==> config.mk <==
export PLATFORM = sky130hd
export DESIGN_NAME = hex_byte_parser
export DESIGN_NICKNAME = d
export VERILOG_FILES = /design/src/rtl/hex_byte_parser.sv
export SDC_FILE = /design/constraint.sdc
export NUM_CORES = 1
export LEC_CHECK = 0
export CAP_MARGIN = 20
export CORE_UTILIZATION = 40
export CTS_CLUSTER_DIAMETER = 100
export CTS_CLUSTER_SIZE = 25
export DETAILED_ROUTE_END_ITERATION = 7
export PLACE_DENSITY = 0.6
export SLEW_MARGIN = 0
export SYNTH_ARGS = -nofsm -noshare
export SYNTH_HDL_FRONTEND = slang
export SYNTH_SLANG_ARGS = --single-unit
==> constraint.sdc <==
create_clock -name i_clk -period 7.92 [get_ports i_clk]
set_input_delay 1.584 -clock i_clk [delete_from_list [all_inputs] [get_ports i_clk]]
set_output_delay 1.584 -clock i_clk [all_outputs]
set_load 0.005 [all_outputs]
==> src/rtl/hex_byte_parser.sv <==
// ASCII hex character stream to binary bytes, buffered in a first-word fall-through FIFO.
// Malformed characters raise a one-cycle error pulse; dropped bytes set a sticky overflow flag.
//
// state     | meaning
// S_IDLE    | no pending nibble; next digit becomes the high nibble
// S_HAVE_HI | high nibble held in r_hi; next digit or separator completes a byte
module hex_byte_parser #(
    parameter int DEPTH_LOG2 = 4
) (
    input  logic                  i_clk,
    input  logic                  i_rst,
    input  logic                  i_rx_valid,
    input  logic [7:0]            i_rx_data,
    input  logic                  i_out_ready,
    output logic                  o_out_valid,
    output logic [7:0]            o_out_data,
    output logic [DEPTH_LOG2:0]   o_fifo_count,
    output logic                  o_err,
    output logic                  o_overflow
);

    localparam int DEPTH = 2 ** DEPTH_LOG2;
    localparam logic [DEPTH_LOG2:0] FULL_COUNT = (DEPTH_LOG2 + 1)'(DEPTH);

    typedef enum logic {
        S_IDLE,
        S_HAVE_HI
    } state_t;

    state_t                  r_state;
    state_t                  w_state_nxt;
    logic [3:0]              r_hi;
    logic                    r_err;
    logic                    r_overflow;

    logic                    w_is_digit;
    logic                    w_is_sep;
    logic [3:0]              w_nibble;
    logic                    w_hi_load;
    logic                    w_push;
    logic [7:0]              w_push_data;
    logic                    w_err_set;

    logic [7:0]              r_mem [DEPTH];
    logic [DEPTH_LOG2-1:0]   r_wr_ptr;
    logic [DEPTH_LOG2-1:0]   r_rd_ptr;
    logic [DEPTH_LOG2:0]     r_count;
    logic                    w_empty;
    logic                    w_full;
    logic                    w_pop;
    logic                    w_wr_en;

    always_comb begin
        w_is_digit = 1'b0;
        w_is_sep   = 1'b0;
        w_nibble   = 4'h0;
        if (i_rx_data >= 8'h30 && i_rx_data <= 8'h39) begin
            w_is_digit = 1'b1;
            w_nibble   = i_rx_data[3:0];
        end else if ((i_rx_data >= 8'h41 && i_rx_data <= 8'h46) ||
                     (i_rx_data >= 8'h61 && i_rx_data <= 8'h66)) begin
            // 'A'/'a' have low nibble 1, so adding 9 maps them to 10
            w_is_digit = 1'b1;
            w_nibble   = i_rx_data[3:0] + 4'd9;
        end else if (i_rx_data == 8'h20 || i_rx_data == 8'h0D ||
                     i_rx_data == 8'h0A || i_rx_data == 8'h2C) begin
            w_is_sep = 1'b1;
        end
    end

    always_comb begin
        w_state_nxt = r_state;
        w_hi_load   = 1'b0;
        w_push      = 1'b0;
        w_push_data = 8'h00;
        w_err_set   = 1'b0;
        if (i_rx_valid) begin
            case (r_state)
                S_IDLE: begin
                    if (w_is_digit) begin
                        w_hi_load   = 1'b1;
                        w_state_nxt = S_HAVE_HI;
                    end else if (!w_is_sep) begin
                        w_err_set = 1'b1;
                    end
                end
                S_HAVE_HI: begin
                    w_state_nxt = S_IDLE;
                    if (w_is_digit) begin
                        w_push      = 1'b1;
                        w_push_data = {r_hi, w_nibble};
                    end else if (w_is_sep) begin
                        w_push      = 1'b1;
                        w_push_data = {4'h0, r_hi};
                    end else begin
                        w_err_set = 1'b1;
                    end
                end
                default: w_state_nxt = S_IDLE;
            endcase
        end
    end

    always_ff @(posedge i_clk) begin
        if (i_rst) begin
            r_state <= S_IDLE;
            r_hi    <= 4'h0;
            r_err   <= 1'b0;
        end else begin
            r_state <= w_state_nxt;
            r_err   <= w_err_set;
            if (w_hi_load) begin
                r_hi <= w_nibble;
            end
        end
    end

    assign w_empty = (r_count == '0);
    assign w_full  = (r_count == FULL_COUNT);
    assign w_pop   = !w_empty && i_out_ready;
    // When full, a simultaneous pop frees the slot the write pointer targets
    assign w_wr_en = w_push && (!w_full || w_pop);

    always_ff @(posedge i_clk) begin
        if (w_wr_en && !i_rst) begin
            r_mem[r_wr_ptr] <= w_push_data;
        end
    end

    always_ff @(posedge i_clk) begin
        if (i_rst) begin
            r_wr_ptr   <= '0;
            r_rd_ptr   <= '0;
            r_count    <= '0;
            r_overflow <= 1'b0;
        end else begin
            if (w_wr_en) begin
                r_wr_ptr <= r_wr_ptr + 1'b1;
            end
            if (w_pop) begin
                r_rd_ptr <= r_rd_ptr + 1'b1;
            end
            case ({w_wr_en, w_pop})
                2'b10:   r_count <= r_count + 1'b1;
                2'b01:   r_count <= r_count - 1'b1;
                default: r_count <= r_count;
            endcase
            if (w_push && w_full && !w_pop) begin
                r_overflow <= 1'b1;
            end
        end
    end

    assign o_out_valid  = !w_empty;
    assign o_out_data   = w_empty ? 8'h00 : r_mem[r_rd_ptr];
    assign o_fifo_count = r_count;
    assign o_err        = r_err;
    assign o_overflow   = r_overflow;

endmodule

==> summary.md <==
| Metric | Value |
|---|---|
| Setup Skew | 0.007957 ns |
| # DRC | 0 |
| Mapped Cells | 369 |
| Outcome | completed |
| LEAKAGE | 2.349 nW |
| WP buf/inv | 3 |
| Die Width | 129.1 µm |
| Post-CTS sizing | 0 |
| Yosys reg bits | 152 |
| CP peak stage delay | 0.51 ns |
| Arrival time of the worst setup path | 5.05 ns |
| Synthesized net count | 392 |
| Worst-Skew Late Latency | 0.42 ns |
| PortBufs | 27 |
| Final setup fails | 0 |
| Sw power | 0.5183 mW |
| Clk pwr share | 38.5% |
| Hold path startpoint | o_overflow |
| Yosys top cell area share | 59.51% |
| F_max | 210.7 MHz |
| DR vias | 3314 |
| DPL Wire Length | 8210 µm |
| Crit-path slowest cell | clkdlybuf4s50_1 |
| HP Class | reg2reg |
| XOR/XNOR Fraction of Synth Area | 1.356% |
| Worst reg2reg setup slack | 4.76 ns |
| Final worst slack | 3.173 ns |
| Critical path required time | 8.23 ns |
| Io pins | 28 |
| Setup WS pre-CTS | 2.741 ns |
| CTS tree | built |
| EDFF count, synth | 128 |
| Crit-path cells | clkdlybuf4s50_1 -> inv_1 -> ha_1 -> inv_1 -> o311a_1 -> a211o_1 -> a21boi_2 -> xor2_1 -> ha_1 -> or3_2 -> a21oi_1 -> a22oi_1 -> mux2_1 |
| Final Slew Violations | 0 |
| Critical path type | in2reg |
| Start of the worst register-to-register path | o_fifo_count[1] |
| Nets | 429 |
| Simple-Gate Fraction of Synth Area | 7.962% |
| Top_reg_cell synth | edfxtp_1 |
| Compound-Gate Fraction of Synth Area | 4.824% |
| CORE AREA | 0.01583 mm² |
| RSZ-0062 raised after global routing | no |
| Async S/R FF share, synth | 0% |
| Yosys warning count | 0 |
| Slew margin rel. | 31.70% |
| Layout cells sized above 1 | 23.15% |
| # hold bufs at CTS | 0 |
| Peak VDD IR | 0.1876 mV |
| Max clock buf depth | 2 |
| Crit path launch type | input port |
| Die area | 0.01666 mm² |
| Layout overhead on the synthesized area | 17.13% |
| Setup TNS | 0 ns |
| Antenna violation net count after detailed routing | 0 |
| Placer congestion estimate | 0.7733 |
| Leading area contributor after synthesis | edfxtp_1 |
| Kind of cell adding the most delay to the critical path | compound AO/OA/AOI/OAI gates |
| Count leader, synth | edfxtp_1 |
| Post-synthesis cell type count | 58 |
| Synth cell count leaders | 128 x edfxtp_1, 40 x mux4_2, 24 x dfxtp_1 |
| CTS H-tree depth | 4 |
| DRT iter0 DRCs | 264 |
| Slew @ Worst Pin | 1.021 ns |
| Main combinational cell family by area after synthesis | multiplexers |
| Mapped Area | 0.006459 mm² |
| Comb pwr share | 19.0% |
| GRT Util Overall | 16.88% |
| Register area share after synthesis | 66.95% |
| Worst Setup End Kind | register |
| Chip Height | 129.1 µm |
| Adder-Cell Fraction of Synth Area | 2.131% |
| Row count | 46 |
| Postcts setup bufs | 0 |
| # clock sinks | 152 |
| Number of global-route vias before repair | 3451 |
| Final Cycle Share | 59.94% |
| Internal | 1.607 mW |
| Starting density of the core | 40.81% |
| Synth top area cells | edfxtp_1 60%, mux4_2 14%, dfxtp_1 7.4%, ha_1 2.1%, and3_1 1.4% |
| Crit. Startpoint | i_rx_data[0] |
| ANT cells | 0 |
| Avg Inst Size Synth | 17.50 µm² |
| Maxcap violations | 0 |
| Power density over the cells | 281.0 mW/mm² |
| Global-route wire length before repair | 19670 µm |
| Drt first pass iters | 4 |
| Sequential share of power | 42.5% |
| Crit path max fanout | 10 |
| Root buffer cell | clkbuf_16 |
| Routed WL | 12730 µm |
| Pin count of the biggest net entering global routing | 33 |
| Tmin final | 4.747 ns |
| GRT overflow | 0 |
| Sw frac | 24.38% |
| Vias per Instance | 5.219 |
| Avg WL per Cell | 20.05 µm |
| Clock-pin slew on the worst setup and hold paths | 0.06 ns |
| Fillers | 1340 |
| Number of CTS-inserted buffers | 17 |
| Mux share of post-synthesis cell area | 14.92% |
| Final hold vios | 0 |
| Initial antenna violation count | 0 |
## power groups by stage
stage          clock, mW  sequential [mW]  combinational, mW
2_1_floorplan          0            0.916              0.296
3_3_place_gp           0            0.921              0.408
3_5_place_dp           0            0.921              0.411
4_1_cts            0.834            0.904              0.413
5_1_grt            0.864            0.907              0.445
6_report           0.818            0.904              0.404
## cells by family (layout without fill, tap and decap cells)
group                      count (synthesis)  after routing
muxes                                     46             46
adders and majority gates                 11             11
AOI/OAI and AO/OA                         36             36
DFF                                      152            152
xor gates and xnor gates                  10             10
and+or+nand+nor                           88             88
buffers and inverters                     26             76
## flip-flops by register name (all words and copies together) (netlist names), named ones only
| name | count |
|---|---|
| r_rd_ptr | 4 |
| r_state | 1 |
| o_overflow | 1 |
| r_wr_ptr | 4 |
| o_fifo_count | 5 |
| o_err | 1 |
| r_hi | 4 |
| r_mem | 128 |
## area by class of cell
class                      instances  area (µm²)  share of cell area (%)
clock inverter                    11       153.9                   2.034
tap                              216       270.3                   3.573
multi-input combinational        191        2014                   26.63
inverter                          10       37.54                  0.4962
sequential                       152        4325                   57.18
timing repair buffer              34       322.8                   4.267
clock buffer                      21       440.4                   5.822
## cells in the final DEF, fill, tap and decap left out, types with 2 or more instances in the layout
master and instances:
edfxtp_1 128, mux4_2 40, clkdlybuf4s50_1 27, dfxtp_1 23, nor2_1 21, clkbuf_16 17
and3_1 14, ha_1 11, nand2_1 10, inv_1 9, and2_2 8, a21oi_1 8
buf_4 7, and2_1 6, xor2_1 6, nor3_1 6, mux2i_1 4, nor2b_1 4
a22oi_1 4, xnor2_1 4, a211oi_1 4, bufinv_16 4, clkbuf_1 4, nand3_1 3
clkinv_2 3, clkinv_1 3, nor3b_1 2, a211oi_2 2, a31o_2 2, mux2_1 2
o21ai_0 2
## worst min-delay path: stages, from the launching register on
cell and delay, ns:
dfxtp_1 0.34, a31oi_1 0.05, nor2_1 0.07
## stage by stage
stage	cells	power, mW	cell area [µm²]	hold slack, ns	util [%]
global placement	600	1.328	6948	0.4829	43.90
global route	635	2.216	7565	0.5307	47.79
CTS	632	2.150	7542	0.4963	47.65
finish	635	2.126	7565	0.4922	47.79
floorplan	369	1.212	6459	0.4605	-
detailed placement	600	1.332	6948	0.4735	43.90
## worst paths after layout
| kind | to | cells past startpoint |
|---|---|---|
| min | o_overflow | 2 |
| min reg2reg | o_overflow | 2 |
| max reg2reg | o_fifo_count[4] | 10 |
| max | o_fifo_count[4] | 13 |
## routing by layer
metal | up-vias | global-route usage [%] | routed length [µm]
li1 | 1552 | - | -
met1 | 1682 | 20.77 | 5761
met2 | 60 | 27.85 | 6204
met3 | 20 | 4.459 | 381
met4 | 0 | 8.097 | 384
met5 | - | 0 | 0
(Power assumes the default switching activity.)
